### config.mk
export PLATFORM = sky130hd
export DESIGN_NAME = fp16_to_int_converter_flat
export DESIGN_NICKNAME = d
export VERILOG_FILES = /design/src/rtl/fp16_to_int_converter_pkg.sv /design/src/rtl/fp16_to_int_converter_if.sv /design/src/rtl/fp16_to_int_converter_complimenter_2.sv /design/src/rtl/fp16_to_int_converter.sv /design/src/flat_wrapper.sv
export SDC_FILE = /design/constraint.sdc
export NUM_CORES = 1
export LEC_CHECK = 0
export CAP_MARGIN = 10
export CORE_AREA = 2 2 67 85
export DETAILED_ROUTE_END_ITERATION = 10
export DIE_AREA = 0 0 69 87
export GPL_TIMING_DRIVEN = 0
export PLACE_DENSITY_LB_ADDON = 0.05
export SLEW_MARGIN = 20
export SYNTH_ARGS = -nofsm -noshare
export SYNTH_HDL_FRONTEND = slang
export SYNTH_HIERARCHICAL = 1
export SYNTH_SLANG_ARGS = --single-unit
### constraint.sdc
create_clock -name clk -period 10.35 [get_ports clk]
set_clock_uncertainty 0.2 [all_clocks]
set_input_delay 1.035 -clock clk [delete_from_list [all_inputs] [get_ports clk]]
set_output_delay 1.035 -clock clk [all_outputs]
set_load 0.005 [all_outputs]
### src/rtl/fp16_to_int_converter_pkg.sv
// -----------------------------------------------------------------------------
// fp16_to_int_converter_pkg
// Shared constants and types for the FP16 -> int16 converter:
//   - FP16 field positions/widths, exponent bias and the all-ones exponent
//   - int16 saturation limits
//   - converter FSM state encoding and shift direction
//   - small helper for the saturated result of an out-of-range input
// -----------------------------------------------------------------------------
package fp16_to_int_converter_pkg;

    // FP16 layout: sign[15], exponent[14:10], mantissa[9:0]
    localparam int SIGN_BIT = 15;
    localparam int EXP_MSB  = 14;
    localparam int EXP_LSB  = 10;
    localparam int MANT_MSB = 9;
    localparam int MANT_LSB = 0;
    localparam int EXP_W    = 5;
    localparam int MANT_W   = 10;

    localparam logic [4:0] EXP_BIAS    = 5'd15;
    localparam logic [4:0] EXP_SPECIAL = 5'd31;
    // Smallest exponent whose magnitude is always >= 32768.
    localparam logic [4:0] EXP_RANGE_LIMIT = 5'd30;
    // Exponent at which the 11-bit significand is already an integer
    // (bias + mantissa width): below it we shift right, above it left.
    localparam logic [4:0] EXP_UNITY_SHIFT = 5'd25;

    localparam logic [15:0] INT16_MAX = 16'h7FFF;
    localparam logic [15:0] INT16_MIN = 16'h8000;

    typedef enum logic [1:0] {
        IDLE   = 2'd0,
        SHIFT  = 2'd1,
        NEGATE = 2'd2,
        DONE   = 2'd3
    } state_e;

    typedef enum logic {
        DIR_RIGHT = 1'b0,
        DIR_LEFT  = 1'b1
    } shift_dir_e;

    // Saturated int16 for a value beyond the representable range.
    function automatic logic [15:0] saturate_value(input logic sign);
        logic [15:0] result;
        if (sign) begin
            result = INT16_MIN;
        end else begin
            result = INT16_MAX;
        end
        return result;
    endfunction

endpackage

### src/rtl/fp16_to_int_converter_if.sv
// -----------------------------------------------------------------------------
// fp16_to_int_converter_if
// Request/result bundle of the FP16 -> int16 converter.
//   start, x                                 : request side (master drives)
//   r, busy, done, negative, cout, overflow, zero : result side (slave drives)
// -----------------------------------------------------------------------------
interface fp16_to_int_converter_if;
    logic        start;
    logic [15:0] x;
    logic [15:0] r;
    logic        busy;
    logic        done;
    logic        negative;
    logic        cout;
    logic        overflow;
    logic        zero;

    modport master (
        output start, x,
        input  r, busy, done, negative, cout, overflow, zero
    );

    modport slave (
        input  start, x,
        output r, busy, done, negative, cout, overflow, zero
    );
endinterface

### src/rtl/fp16_to_int_converter_complimenter_2.sv
// -----------------------------------------------------------------------------
// complimenter_2
// Conditional two's-complement stage (combinational).
//   data_in  [WIDTH] : operand
//   enable           : 1 -> data_out = -data_in, 0 -> data_out = data_in
//   data_out [WIDTH] : result (the most negative value maps to itself)
// -----------------------------------------------------------------------------
module complimenter_2 #(
    parameter int WIDTH = 16
) (
    input  logic [WIDTH-1:0] data_in,
    input  logic             enable,
    output logic [WIDTH-1:0] data_out
);

    localparam logic [WIDTH-1:0] ONE = {{(WIDTH-1){1'b0}}, 1'b1};

    // Invert-and-increment when enabled, pass through otherwise.
    always_comb begin
        data_out = data_in;
        if (enable) begin
            data_out = (~data_in) + ONE;
        end else begin
            data_out = data_in;
        end
    end

endmodule

### src/rtl/fp16_to_int_converter.sv
// -----------------------------------------------------------------------------
// fp16_to_int_converter
// Sequential FP16 -> int16 converter, rounding toward zero.
// The 11-bit significand is aligned one bit per cycle in a 16-bit register,
// then conditionally negated by complimenter_2.
//   clk    : clock, rising edge
//   rst_n  : asynchronous active-low reset
//   bus    : slave side of fp16_to_int_converter_if
//            start/x in; r, busy, done, negative, cout, overflow, zero out
// Parameter NAN_RESULT: integer returned for NaN inputs.
// -----------------------------------------------------------------------------
module fp16_to_int_converter
    import fp16_to_int_converter_pkg::*;
#(
    parameter logic [15:0] NAN_RESULT = 16'h7FFF
) (
    input  logic                        clk,
    input  logic                        rst_n,
    fp16_to_int_converter_if.slave      bus
);

    state_e      state_q,  state_d;
    logic [15:0] acc_q,    acc_d;
    logic [3:0]  cnt_q,    cnt_d;
    shift_dir_e  dir_q,    dir_d;
    logic        sign_q,   sign_d;
    logic [15:0] r_q,      r_d;
    logic        busy_q,   busy_d;
    logic        done_q,   done_d;
    logic        neg_q,    neg_d;
    logic        ovf_q,    ovf_d;
    logic        zero_q,   zero_d;

    logic        in_sign_s;
    logic [4:0]  in_exp_s;
    logic [9:0]  in_mant_s;
    logic [4:0]  left_amt_s;
    logic [4:0]  right_amt_s;
    logic [15:0] negated_s;

    assign in_sign_s   = bus.x[SIGN_BIT];
    assign in_exp_s    = bus.x[EXP_MSB:EXP_LSB];
    assign in_mant_s   = bus.x[MANT_MSB:MANT_LSB];
    // Only one of these is meaningful for a given exponent; the other wraps.
    assign left_amt_s  = in_exp_s - EXP_UNITY_SHIFT;
    assign right_amt_s = EXP_UNITY_SHIFT - in_exp_s;

    complimenter_2 #(
        .WIDTH    (16)
    ) u_negate (
        .data_in  (acc_q),
        .enable   (sign_q),
        .data_out (negated_s)
    );

    // Next-state, datapath and flag computation.
    always_comb begin
        state_d = state_q;
        acc_d   = acc_q;
        cnt_d   = cnt_q;
        dir_d   = dir_q;
        sign_d  = sign_q;
        r_d     = r_q;
        neg_d   = neg_q;
        ovf_d   = ovf_q;
        zero_d  = zero_q;

        case (state_q)
            IDLE: begin
                if (bus.start) begin
                    sign_d = in_sign_s;
                    if (in_exp_s == EXP_SPECIAL) begin
                        ovf_d   = 1'b1;
                        state_d = DONE;
                        if (in_mant_s != 10'd0) begin
                            r_d = NAN_RESULT;
                        end else begin
                            r_d = saturate_value(in_sign_s);
                        end
                    end else if (in_exp_s >= EXP_RANGE_LIMIT) begin
                        // -32768 is the only in-range value at this magnitude;
                        // it goes through the negator, which maps 0x8000 to itself.
                        if (in_sign_s && (in_exp_s == EXP_RANGE_LIMIT) && (in_mant_s == 10'd0)) begin
                            acc_d   = INT16_MIN;
                            state_d = NEGATE;
                        end else begin
                            r_d     = saturate_value(in_sign_s);
                            ovf_d   = 1'b1;
                            state_d = DONE;
                        end
                    end else if (in_exp_s < EXP_BIAS) begin
                        r_d     = 16'h0000;
                        ovf_d   = 1'b0;
                        state_d = DONE;
                    end else begin
                        acc_d = {5'b00000, 1'b1, in_mant_s};
                        if (in_exp_s >= EXP_UNITY_SHIFT) begin
                            dir_d = DIR_LEFT;
                            cnt_d = left_amt_s[3:0];
                        end else begin
                            dir_d = DIR_RIGHT;
                            cnt_d = right_amt_s[3:0];
                        end
                        state_d = SHIFT;
                    end
                end else begin
                    state_d = IDLE;
                end
            end

            SHIFT: begin
                if (cnt_q != 4'd0) begin
                    if (dir_q == DIR_LEFT) begin
                        acc_d = {acc_q[14:0], 1'b0};
                    end else begin
                        acc_d = {1'b0, acc_q[15:1]};
                    end
                    cnt_d = cnt_q - 4'd1;
                end else begin
                    state_d = NEGATE;
                end
            end

            NEGATE: begin
                r_d     = negated_s;
                ovf_d   = 1'b0;
                state_d = DONE;
            end

            DONE: begin
                state_d = IDLE;
            end

            default: begin
                state_d = IDLE;
            end
        endcase

        // Sign/zero flags follow the result and change only on entry to DONE.
        if ((state_d == DONE) && (state_q != DONE)) begin
            neg_d  = r_d[15];
            zero_d = (r_d == 16'h0000);
        end else begin
            neg_d  = neg_q;
            zero_d = zero_q;
        end

        busy_d = (state_d != IDLE);
        done_d = (state_d == DONE);
    end

    // State and registered outputs.
    always_ff @(posedge clk or negedge rst_n) begin
        if (!rst_n) begin
            state_q <= IDLE;
            acc_q   <= 16'h0000;
            cnt_q   <= 4'd0;
            dir_q   <= DIR_RIGHT;
            sign_q  <= 1'b0;
            r_q     <= 16'h0000;
            busy_q  <= 1'b0;
            done_q  <= 1'b0;
            neg_q   <= 1'b0;
            ovf_q   <= 1'b0;
            zero_q  <= 1'b0;
        end else begin
            state_q <= state_d;
            acc_q   <= acc_d;
            cnt_q   <= cnt_d;
            dir_q   <= dir_d;
            sign_q  <= sign_d;
            r_q     <= r_d;
            busy_q  <= busy_d;
            done_q  <= done_d;
            neg_q   <= neg_d;
            ovf_q   <= ovf_d;
            zero_q  <= zero_d;
        end
    end

    assign bus.r        = r_q;
    assign bus.busy     = busy_q;
    assign bus.done     = done_q;
    assign bus.negative = neg_q;
    assign bus.cout     = 1'b0;
    assign bus.overflow = ovf_q;
    assign bus.zero     = zero_q;

endmodule

### src/flat_wrapper.sv
// flat-port wrapper written by rule: the top's interface ports become plain ports
module fp16_to_int_converter_flat import fp16_to_int_converter_pkg::*;
#(
    parameter logic [15:0] NAN_RESULT = 16'h7FFF
)
  (clk, rst_n, bus_start, bus_x, bus_r, bus_busy, bus_done, bus_negative, bus_cout, bus_overflow, bus_zero);
  fp16_to_int_converter_if bus_i ();
  input  logic clk;
  input  logic rst_n;
  input wire logic [$bits(bus_i.start)-1:0] bus_start;
  input wire logic [$bits(bus_i.x)-1:0] bus_x;
  output wire logic [$bits(bus_i.r)-1:0] bus_r;
  output wire logic [$bits(bus_i.busy)-1:0] bus_busy;
  output wire logic [$bits(bus_i.done)-1:0] bus_done;
  output wire logic [$bits(bus_i.negative)-1:0] bus_negative;
  output wire logic [$bits(bus_i.cout)-1:0] bus_cout;
  output wire logic [$bits(bus_i.overflow)-1:0] bus_overflow;
  output wire logic [$bits(bus_i.zero)-1:0] bus_zero;
  assign bus_i.start = bus_start;
  assign bus_i.x = bus_x;
  assign bus_r = bus_i.r;
  assign bus_busy = bus_i.busy;
  assign bus_done = bus_i.done;
  assign bus_negative = bus_i.negative;
  assign bus_cout = bus_i.cout;
  assign bus_overflow = bus_i.overflow;
  assign bus_zero = bus_i.zero;
  fp16_to_int_converter #(.NAN_RESULT(NAN_RESULT)) u_core (.clk(clk), .rst_n(rst_n), .bus(bus_i));
endmodule
# After elaboration in Yosys (flattened, before gate mapping)
# Cells that the tools add are included.
# op_classes
reduce_logical	16
muxes	38
add_sub_neg	4
bitwise_logic	4
order_cmp	3
eq_ne	16
# ops
cell	n
16-bit two-way mux	15
16-bit one-hot mux with 2 select lines	2
4-bit two-way mux	6
16-bit by 1-bit adder with 16-bit output, second input constant	1
16-bit zero test	1
16-bit inverter	1
6-bit AND reduction	2
5-bit == test, second input constant	2
5-bit >= comparator, second input constant	2
10-bit zero test	1
2-bit two-way mux	5
2-bit inequality test, second input constant	5
10-bit nonzero test	1
2-bit one-hot mux with 4 select lines	1
4-bit one-hot mux with 2 select lines	1
1-bit two-way mux	7
2-bit == test, second input constant	3
2-bit nonzero test	3
5-bit by 4-bit < comparator with 1-bit output, second input constant	1
5-bit AND reduction	1
4-bit by 1-bit inequality test with 1-bit output, second input constant	1
4-bit by 3-bit inequality test with 1-bit output, second input constant	1
4-bit AND reduction	1
4-bit nonzero test	1
other kinds (12)	16
# totals
output_inout_bits	22
inputBits	19
regBits	45

# Longest topological paths before layout
# Gate-level depths: netlist of the first run.
# logic_depth
ltp_word	10
depth_mapped	12

# Cells and area by module
# The synthesis of the first run kept the hierarchy.
# by_module_without_submodules
module	area_per_inst_um2	cells_per_inst	instances
fp16_to_int_converter	2718.9	307	1
complimenter_2	332.8	47	1

# Least setup slack after synthesis of the first run
# No wires, ideal clock.
# synth_path
path_type	input port to flip-flop
startpoint	in bus_x[5]
endpoint	reg u_core.zero_q (netlist: u_core/bus.zero)
arrival_time_ps	3283
n_path_buf	0
stages	7
path_slack_ps	6763
path_cell_list	or4_4 > or4_4 > o211ai_2 > and2_4 > a221oi_1 > or4_4 > o41ai_2
# synth_via
word_cells_on_any_way	17
# synth_lines
item	line	rtl
start, declared	flat_wrapper.sv:11	input wire logic [$bits(bus_i.x)-1:0] bus_x;
10-bit zero test	fp16_to_int_converter.sv:83	if (in_sign_s && (in_exp_s == EXP_RANGE_LIMIT) && (in_mant_s == 10'd0)) begin
1-bit logical AND	fp16_to_int_converter.sv:83	
16-bit two-way mux	fp16_to_int_converter.sv:83	
16-bit two-way mux	fp16_to_int_converter.sv:80	end else if (in_exp_s >= EXP_RANGE_LIMIT) begin
16-bit two-way mux (*)	fp16_to_int_converter.sv:72	if (in_exp_s == EXP_SPECIAL) begin
16-bit two-way mux (*)	fp16_to_int_converter.sv:70	if (bus.start) begin
16-bit one-hot mux with 2 select lines (*)	fp16_to_int_converter.sv:68	case (state_q)
net u_core.r_d[4]	fp16_to_int_converter.sv:27	logic [15:0] r_q, r_d;
16-bit zero test (*)	fp16_to_int_converter.sv:142	zero_d = (r_d == 16'h0000);
end signal, assigned	fp16_to_int_converter.sv:177	zero_q <= zero_d;
end, declared	fp16_to_int_converter.sv:32	logic zero_q, zero_d;
# The timed path passes the listed nets; every way through them passes the cells marked *.
# A chain may end at the register's enable or synchronous reset.

# Worst setup path in the final report of the first run
# layout_path
startpoint	in bus_x[10]
endpoint	reg u_core.zero_q (netlist: u_core/bus.zero)
# layout_via
word_cells_on_any_way	21
# layout_lines
item	line
parallel branches: the longest is 5 deep, another holds 5-bit by 4-bit < comparator with 1-bit output	-
16-bit two-way mux (*)	fp16_to_int_converter.sv:72
16-bit two-way mux (*)	fp16_to_int_converter.sv:70
16-bit one-hot mux with 2 select lines (*)	fp16_to_int_converter.sv:68
net u_core.r_d[10]	fp16_to_int_converter.sv:27
16-bit zero test (*)	fp16_to_int_converter.sv:142
# Mark *: on every way through the listed nets, which the timed path passes.

==> results of run 1 <==
[cell usage after synthesis, types with 2 or more instances]
cell / count / area share
sky130_fd_sc_hd__dfrtp_1: 45 / 0.37
sky130_fd_sc_hd__nand2_1: 45 / 0.055
sky130_fd_sc_hd__nor2_1: 34 / 0.042
sky130_fd_sc_hd__a21oi_1: 27 / 0.044
sky130_fd_sc_hd__o21ai_0: 25 / 0.041
sky130_fd_sc_hd__a31oi_1: 14 / 0.029
sky130_fd_sc_hd__mux2i_1: 14 / 0.046
sky130_fd_sc_hd__clkbuf_1: 12 / 0.015
sky130_fd_sc_hd__inv_1: 12 / 0.015
sky130_fd_sc_hd__o31ai_1: 12 / 0.030
sky130_fd_sc_hd__xnor2_1: 10 / 0.029
sky130_fd_sc_hd__ha_1: 7 / 0.029
sky130_fd_sc_hd__a221oi_1: 5 / 0.014
sky130_fd_sc_hd__xor2_1: 5 / 0.014
sky130_fd_sc_hd__a22oi_1: 4 / 0.0098
sky130_fd_sc_hd__nor3_1: 4 / 0.0066
sky130_fd_sc_hd__or3_1: 4 / 0.0082
sky130_fd_sc_hd__or4_1: 4 / 0.0098
sky130_fd_sc_hd__or4_4: 4 / 0.015
sky130_fd_sc_hd__a31o_2: 3 / 0.0086
sky130_fd_sc_hd__a32oi_1: 3 / 0.0086
sky130_fd_sc_hd__buf_6: 3 / 0.011
sky130_fd_sc_hd__nand2b_1: 3 / 0.0062
sky130_fd_sc_hd__nand4_1: 3 / 0.0062
sky130_fd_sc_hd__nor2b_1: 3 / 0.0062
sky130_fd_sc_hd__nor4_1: 3 / 0.0062
sky130_fd_sc_hd__o22a_1: 3 / 0.0086
sky130_fd_sc_hd__a21o_1: 2 / 0.0049
sky130_fd_sc_hd__a22o_1: 2 / 0.0057
sky130_fd_sc_hd__and3_1: 2 / 0.0041
sky130_fd_sc_hd__buf_4: 2 / 0.0049
sky130_fd_sc_hd__mux2_2: 2 / 0.0074
sky130_fd_sc_hd__nand3_1: 2 / 0.0033
sky130_fd_sc_hd__o21bai_1: 2 / 0.0049
sky130_fd_sc_hd__o22ai_1: 2 / 0.0041
sky130_fd_sc_hd__o41ai_2: 2 / 0.011
sky130_fd_sc_hd__or2_2: 2 / 0.0041
sky130_fd_sc_hd__or3b_2: 2 / 0.0057
[path summary, 6_finish.rpt]
kind                               endpoint       startpoint  slack [ns]
setup / recovery            u_core/bus.zero        bus_x[10]        6.36
hold / removal              u_core/bus.zero  u_core/bus.zero        0.29
setup reg to reg            u_core/bus.zero  u_core/acc_q[4]        6.73
hold reg to reg             u_core/bus.zero  u_core/bus.zero        0.29
max in group asynchronous     u_core/sign_q            rst_n        8.98
min in group asynchronous  u_core/bus.r[13]            rst_n        0.48
[worst reg2reg max path: stages, from the launching register on]
cell                       delay, ns
sky130_fd_sc_hd__dfrtp_1        0.47
sky130_fd_sc_hd__or4_1          0.58
sky130_fd_sc_hd__o21ai_0        0.50
sky130_fd_sc_hd__nand2_1        0.13
sky130_fd_sc_hd__xor2_1         0.20
sky130_fd_sc_hd__a221oi_1       0.28
sky130_fd_sc_hd__o21ai_0        0.12
sky130_fd_sc_hd__a21oi_1        0.15
sky130_fd_sc_hd__nand3_1        0.08
sky130_fd_sc_hd__or4_4          0.49
sky130_fd_sc_hd__o41ai_2        0.30
[per-layer routing]
layer | vias to the layer above | global-route usage | wire (microns)
met1 | 1353 | 0.3439 | 3341
met3 | 23 | 0.04167 | 436
met5 | - | 0 | 0
met2 | 126 | 0.4554 | 3773
li1 | 1396 | - | -
met4 | 0 | 0.1087 | 211
[state kept, by name (all words and copies together) (netlist names)]
register,flops
u_core/bus.zero,1
u_core/bus.negative,1
u_core/bus.busy,1
u_core/sign_q,1
u_core/bus.done,1
u_core/state_q,2
u_core/dir_q,1
u_core/cnt_q,4
u_core/acc_q,16
u_core/bus.r,16
u_core/bus.overflow,1
[power groups by stage]
stage | clock (W) | sequential, W | combinational, W
floorplan | 0 | 0.000305 | 0.000449
global placement | 0 | 0.000320 | 0.000615
detailed placement | 0 | 0.000324 | 0.000630
CTS | 0.000123 | 0.000320 | 0.000633
global route | 0.000132 | 0.000332 | 0.000705
finish | 0.000120 | 0.000322 | 0.000640
[final cells by class]
class,instances,area (sq um)
Fill cell,450,1637
Inverter,13,48.80
Clock buffer,7,96.34
Tap cell,64,80.08
Buffer,20,116.4
Multi-Input combinational cell,276,1760
Clock inverter,1,5.005
Sequential cell,45,1126
Timing Repair Buffer,38,385.4
[stage by stage]
| step | setup slack [ns] | cell area (sq um) |
|---|---|---|
| final | 6.359 | 3618 |
| after global routing | 6.249 | 3618 |
| after CTS | 6.387 | 3618 |
| after detailed placement | 6.079 | 3517 |
| after global placement | 6.100 | 3502 |
| after floorplan | 6.763 | 3052 |
[cell families (layout without fill, tap and decap cells)]
| group | count (synthesis) | after routing | share of synthesized area |
|---|---|---|---|
| AOI/OAI and AO/OA | 116 | 116 | 0.2550 |
| buffers and inverters | 33 | 79 | 0.05411 |
| xor gates and xnor gates | 15 | 15 | 0.04305 |
| adders and majority gates | 7 | 7 | 0.02870 |
| DFF | 45 | 45 | 0.3690 |
| other | 1 | 1 | 0.001229 |
| muxes | 16 | 16 | 0.05330 |
| and+or+nand+nor | 121 | 121 | 0.1956 |
==> qor.yml, run 1 <==
place:
  portBuffers: 37
  routabilityCongestion: 0.9039
  dpl.hpwl_microns: 5880
  dp_cells: 456
power_and_ir_drop:
  maximum_vdd_drop_mv: 0.1519
  power.switching_fraction: 0.4596
  switching_power_w: 0.0004972
  power_report.internal_total_w: 0.0005847
  power.sequential.fraction: 0.297
  share_clk_of_total_power: 0.111
  overall_power_of_the_completed_layout_w: 0.001082
  power_leakage_nw: 1.465
  powerDensity_nw_per_um2: 299.0
  comb_power_share: 0.592
clock_tree:
  clock_tree.htree_level_count: 2
  count_of_buffers_added_by_post_cts_timing_repair_for_setup: 0
  cts_buffers: 5
  cts.repair.resized: 0
  cts.hold.buffers_added: 0
  cts_tree: "yes"
  max-clock-path-buffers: 2
  cts-root-buf: "sky130_fd_sc_hd__clkbuf_8"
  cts.sink_count: 45
  clk_pin_slew_ns: 0.08
  insertion_delay_ns: 0.30
layout:
  area_growth_pct: 18.57
  post-route-util: 0.6886
  antennaDiodeCount: 0
  layout.cells.most_common_list: "sky130_fd_sc_hd__nand2_1 (45), sky130_fd_sc_hd__dfrtp_1 (45), sky130_fd_sc_hd__clkdlybuf4s50_1 (36), sky130_fd_sc_hd__nor2_1 (34), sky130_fd_sc_hd__a21oi_1 (27)"
  final_nets: 425
  post_route_cells_drive_above_1_share: 0.1000
  fin_cells: 464
yosys:
  synth-edff-count: 0
  synthArstFlopShare: 1.000
  synthesis.yosys.warnings: 6
  netlist-cell-type-count: 59
  yosysSeqAreaShare: 0.3690
  yosys_most_used_dff: "sky130_fd_sc_hd__dfrtp_1"
  netlist_area_sq_um: 3052
  synth_fp_nets: 380
  postSynthAreaPerCell_sq_um: 8.621
  cells_after_synth: 354
  ys_ff_latch: 45
global_routing:
  grt_pass1_wl_microns: 13090
  grt_start_max_net_pins: 26
  grt.overflow.total: 0
  global_route_usage_over_all_layers: 0.2682
  number_of_global_route_vias_before_repair: 2748
  antenna_found_initial: 0
sta:
  hold_viol: 0
  achievable_freq_ghz: 0.2505
  tightestPinTransition_ns: 0.6992
  grt_setup_unrepaired: "no"
  setup-violations-final: 0
  final.period_utilization: 0.3856
  maxSlewViolCount: 0
  whs_ns: 0.2942
  relSlewSlack: 0.5321
  min_period_ns: 3.991
  fin_tns_setup_ns: 0
floorplan:
  die_height_microns: 87
  fp-row-count: 30
  ios: 41
  core_sq_um: 5255
  floorplan.die_area_sq_um: 6003
  die_x_microns: 69
  start_util: 0.5807
detailed_routing:
  routed_wire_length_per_instance_microns: 16.73
  via_per_inst: 6.246
  antenna_violating_nets_post_route: 0
  detailroute.via_count: 2898
  detail_route.first_pass.iterations: 6
  drt_drc_violations_left: 0
  drtIter0Drc: 279
  wirelength_microns: 7763
worst_hold_path:
  hold_depth: 2
  timing.hold.worst.class: "reg2reg"
critical_path:
  r2r.worst_path.cells: 10
  start_kind: "input port"
  cp.required_ns: 10.35
  setup.worst_path.class: "in2reg"
  cp_data_arrival_time_ns: 3.99
  crit_chain: "clkdlybuf4s50_1, ha_1, nand4_1, or4_4, o211ai_2, and2_4, buf_6, a221oi_2, or4_1, o41ai_2"
  timing.critical_path.slowest_stage_cell: "sky130_fd_sc_hd__clkdlybuf4s50_1"
  crit_path_max_fanout: 10
  timing.critical_path.to_type: "register"
  worst-path-stages: 10
  critical_path.max_stage_delay_ns: 0.68
  worst-path-buf-inv: 2
  cp_top_family: "simple AND/OR/NAND/NOR gates"
run_status:
  outcome: "finished clean"
job:
  max_cap_violations: 0
Power figures use the tool's default switching activity.
==> inputs of run 2 (changes only) <==
--- a/config.mk
+++ b/config.mk
@@ -6,9 +6,9 @@
 export NUM_CORES = 1
 export LEC_CHECK = 0
 export CAP_MARGIN = 10
-export CORE_AREA = 2 2 67 85
+export CORE_AREA = 2 2 70 88
 export DETAILED_ROUTE_END_ITERATION = 10
-export DIE_AREA = 0 0 69 87
+export DIE_AREA = 0 0 72 90
 export GPL_TIMING_DRIVEN = 0
 export PLACE_DENSITY_LB_ADDON = 0.05
 export SLEW_MARGIN = 20
==> constraint.sdc (replaced) <==
create_clock -name clk -period 3.7 [get_ports clk]
set_clock_uncertainty 0.2 [all_clocks]
set_input_delay 0.37 -clock clk [delete_from_list [all_inputs] [get_ports clk]]
set_output_delay 0.37 -clock clk [all_outputs]
set_load 0.005 [all_outputs]
==> run 2 against run 1 <==
Effect of this change:
- routed wire length stayed put
- worst setup slack worse by 6.2 ns
- die area is 7.9% higher
- critical endpoint unchanged
- sequential cell count stayed put
- utilization is 4.8 points lower
- first-iteration DRC count is 3.6% lower
==> qor.yml, run 2 (synthesis gave the netlist of run 1 again) <==
run_status:
  outcome: "finished clean"
layout:
  post_route_cells_drive_above_1_share: 0.1022  # +0.002244
  leading_cell_type_in_the_layout_fill_and_taps_excluded: "sky130_fd_sc_hd__nand2_1"
  layout.cells.most_common_list: "sky130_fd_sc_hd__nand2_1 (45), sky130_fd_sc_hd__dfrtp_1 (44), sky130_fd_sc_hd__clkdlybuf4s50_1 (36), sky130_fd_sc_hd__nor2_1 (34), sky130_fd_sc_hd__a21oi_1 (27)"
  area_growth_pct: 19.68
  final_nets: 426  # +0.24%
  post-route-util: 0.6406  # -0.04802
  fill_cells: 499  # +11%
  sequential_cell_area_sq_um: 1127  # +0.11%
  area_taken_by_multi_input_logic_gates_sq_um: 1765  # +0.28%
  antennaDiodeCount: 0  # unchanged
floorplan:
  die_height_microns: 90  # +3.4%
  core_sq_um: 5702  # +8.5%
  ios: 41  # unchanged
  die_x_microns: 72  # +4.3%
  start_util: 0.5352  # -0.04549
  fp-row-count: 31  # +3.3%
  floorplan.die_area_sq_um: 6480  # +7.9%
power_and_ir_drop:
  maximum_vdd_drop_mv: 0.4280  # +180%
  power_leakage_nw: 1.473  # +0.52%
  overall_power_of_the_completed_layout_w: 0.003081  # +180%
  powerDensity_nw_per_um2: 843.6  # +180%
job:
  max_cap_violations: 0  # unchanged
critical_path:
  timing.critical_path.to_type: "register"
  crit_chain: "or4_1, or3_4, o31ai_1, xnor2_1, a22oi_2, a22oi_1, a21oi_1, nand3_1, or4_4, o41ai_2"
  cp_data_arrival_time_ns: 3.59  # -0.40 ns
  setup.worst_path.class: "reg2reg"
  cp_top_family: "simple AND/OR/NAND/NOR gates"
  crit_path_max_fanout: 6  # -4
  cp.required_ns: 3.70  # -6.65 ns
  start_kind: "register"
  critical_path.max_stage_delay_ns: 0.56  # -0.12 ns
  worst-path-buf-inv: 0  # -2
  timing.critical_path.slowest_stage_cell: "sky130_fd_sc_hd__or4_1"
global_routing:
  number_of_global_route_vias_before_repair: 2653  # -3.5%
  grt_start_max_net_pins: 26  # unchanged
  antenna_found_initial: 0  # unchanged
  grt_pass1_wl_microns: 12980  # -0.85%
  global_route_usage_over_all_layers: 0.2488  # -0.01941
  grt.overflow.total: 0  # unchanged
sta:
  maxSlewViolCount: 0  # unchanged
  final.period_utilization: 0.9701
  fin_ws_ns: 0.1106  # -6.248 ns
  whs_ns: 0.2992  # +0.005020 ns
  setup-violations-final: 0  # unchanged
  hold_viol: 0  # unchanged
  achievable_freq_ghz: 0.2786
  tightestPinTransition_ns: 0.7411  # +0.04185 ns
  min_period_ns: 3.589
  relSlewSlack: 0.5041  # -0.02800
detailed_routing:
  routed_wire_length_per_instance_microns: 16.62  # -0.64%
  via_per_inst: 6.128  # -1.9%
  drtIter0Drc: 269  # -3.6%
  drt_drc_violations_left: 0  # unchanged
  detail_route.first_pass.iterations: 5  # -1
  wirelength_microns: 7763  # unchanged
  detailroute.via_count: 2862  # -1.2%
  antenna_violating_nets_post_route: 0  # unchanged
clock_tree:
  clock_tree.htree_level_count: 2  # unchanged
  cts.sink_count: 45  # unchanged
  clk_pin_slew_ns: 0.08  # about the same
  cts_tree: "yes"
  insertion_delay_ns: 0.30  # about the same
  cts_buffers: 5  # unchanged
  cts-root-buf: "sky130_fd_sc_hd__clkbuf_8"
  max-clock-path-buffers: 2  # unchanged
place:
  dpl.hpwl_microns: 5925  # +0.76%
  portBuffers: 37  # unchanged
  routabilityCongestion: 0.8519  # -5.8%
  pre_cts_ws_ns: 0.06681  # -6.013 ns
worst_hold_path:
  timing.hold.worst.class: "reg2reg"
## run 2: cell count changes in the layout (fill, tap and decap cells not counted)
cell,previous run,this run
sky130_fd_sc_hd__clkinv_2,1,0
sky130_fd_sc_hd__bufinv_16,0,1
sky130_fd_sc_hd__o21ai_1,1,2
sky130_fd_sc_hd__dfrtp_1,45,44
sky130_fd_sc_hd__a22oi_2,0,1
sky130_fd_sc_hd__clkbuf_8,8,7
sky130_fd_sc_hd__o21ai_0,25,24
sky130_fd_sc_hd__dlygate4sd3_1,0,1
sky130_fd_sc_hd__clkbuf_1,12,13
sky130_fd_sc_hd__dfrtp_2,0,1
sky130_fd_sc_hd__a22oi_1,4,3
## run 2: worst reg2reg max path, stage by stage (launching register included)
cell	delay (ns)
sky130_fd_sc_hd__dfrtp_2	0.46
sky130_fd_sc_hd__or4_1	0.56
sky130_fd_sc_hd__or3_4	0.42
sky130_fd_sc_hd__o31ai_1	0.26
sky130_fd_sc_hd__xnor2_1	0.15
sky130_fd_sc_hd__a22oi_2	0.26
sky130_fd_sc_hd__a22oi_1	0.14
sky130_fd_sc_hd__a21oi_1	0.14
sky130_fd_sc_hd__nand3_1	0.10
sky130_fd_sc_hd__or4_4	0.50
sky130_fd_sc_hd__o41ai_2	0.30
## run 2: report_power, final
group / leakage [nW] / internal (W) / switching, W
Clock: 0.0585 / 0.000220 / 0.000164
Combinational: 0.828 / 0.000784 / 0.00102
Sequential: 0.586 / 0.000686 / 0.000209
## run 2: final cells by class
class / instances / area share
inverters: 13 / 0.01336
well taps: 66 / 0.02261
flip-flops and latches: 45 / 0.3087
clock inverters: 1 / 0.008222
clock buffers: 7 / 0.02364
multi-input cells: 276 / 0.4834
repair buffers: 39 / 0.1083
plain buffers: 20 / 0.03186
## run 2: final timing paths
check	startpoint	cells past startpoint	endpoint	slack, ns
worst max-delay path	u_core/acc_q[4]	10	u_core/bus.zero	0.11
worst min-delay path	u_core/bus.zero	2	u_core/bus.zero	0.30
worst max register to register	u_core/acc_q[4]	10	u_core/bus.zero	0.11
worst min register to register	u_core/bus.zero	2	u_core/bus.zero	0.30
max in group asynchronous	rst_n	3	u_core/acc_q[4]	2.44
min in group asynchronous	rst_n	2	u_core/bus.r[12]	0.36
## run 2: repair_timing
item                       CTS  global route
hold endpoints to repair    20             0
gates resized for setup      0             3
buffers inserted             0             0
setup endpoints to repair    0             1
hold buffers                 1             0
## run 2: metal layers
layer,part of all wire,track usage,vias to the layer above
met5,0,0,-
met4,0.024,0.08176,0
li1,-,-,1390
met2,0.48,0.3974,94
met3,0.045,0.04036,15
met1,0.45,0.3410,1363
## run 2: metrics by stage
| stage | instances | cell area [sq um] | TNS (ns) |
|---|---|---|---|
| floorplan | 354 | 3052 | 0 |
| CTS | 467 | 3646 | 0 |
| finish | 467 | 3652 | 0 |
| global placement | 457 | 3505 | 0 |
| global route | 467 | 3652 | -0.03142 |
| detailed placement | 458 | 3520 | 0 |
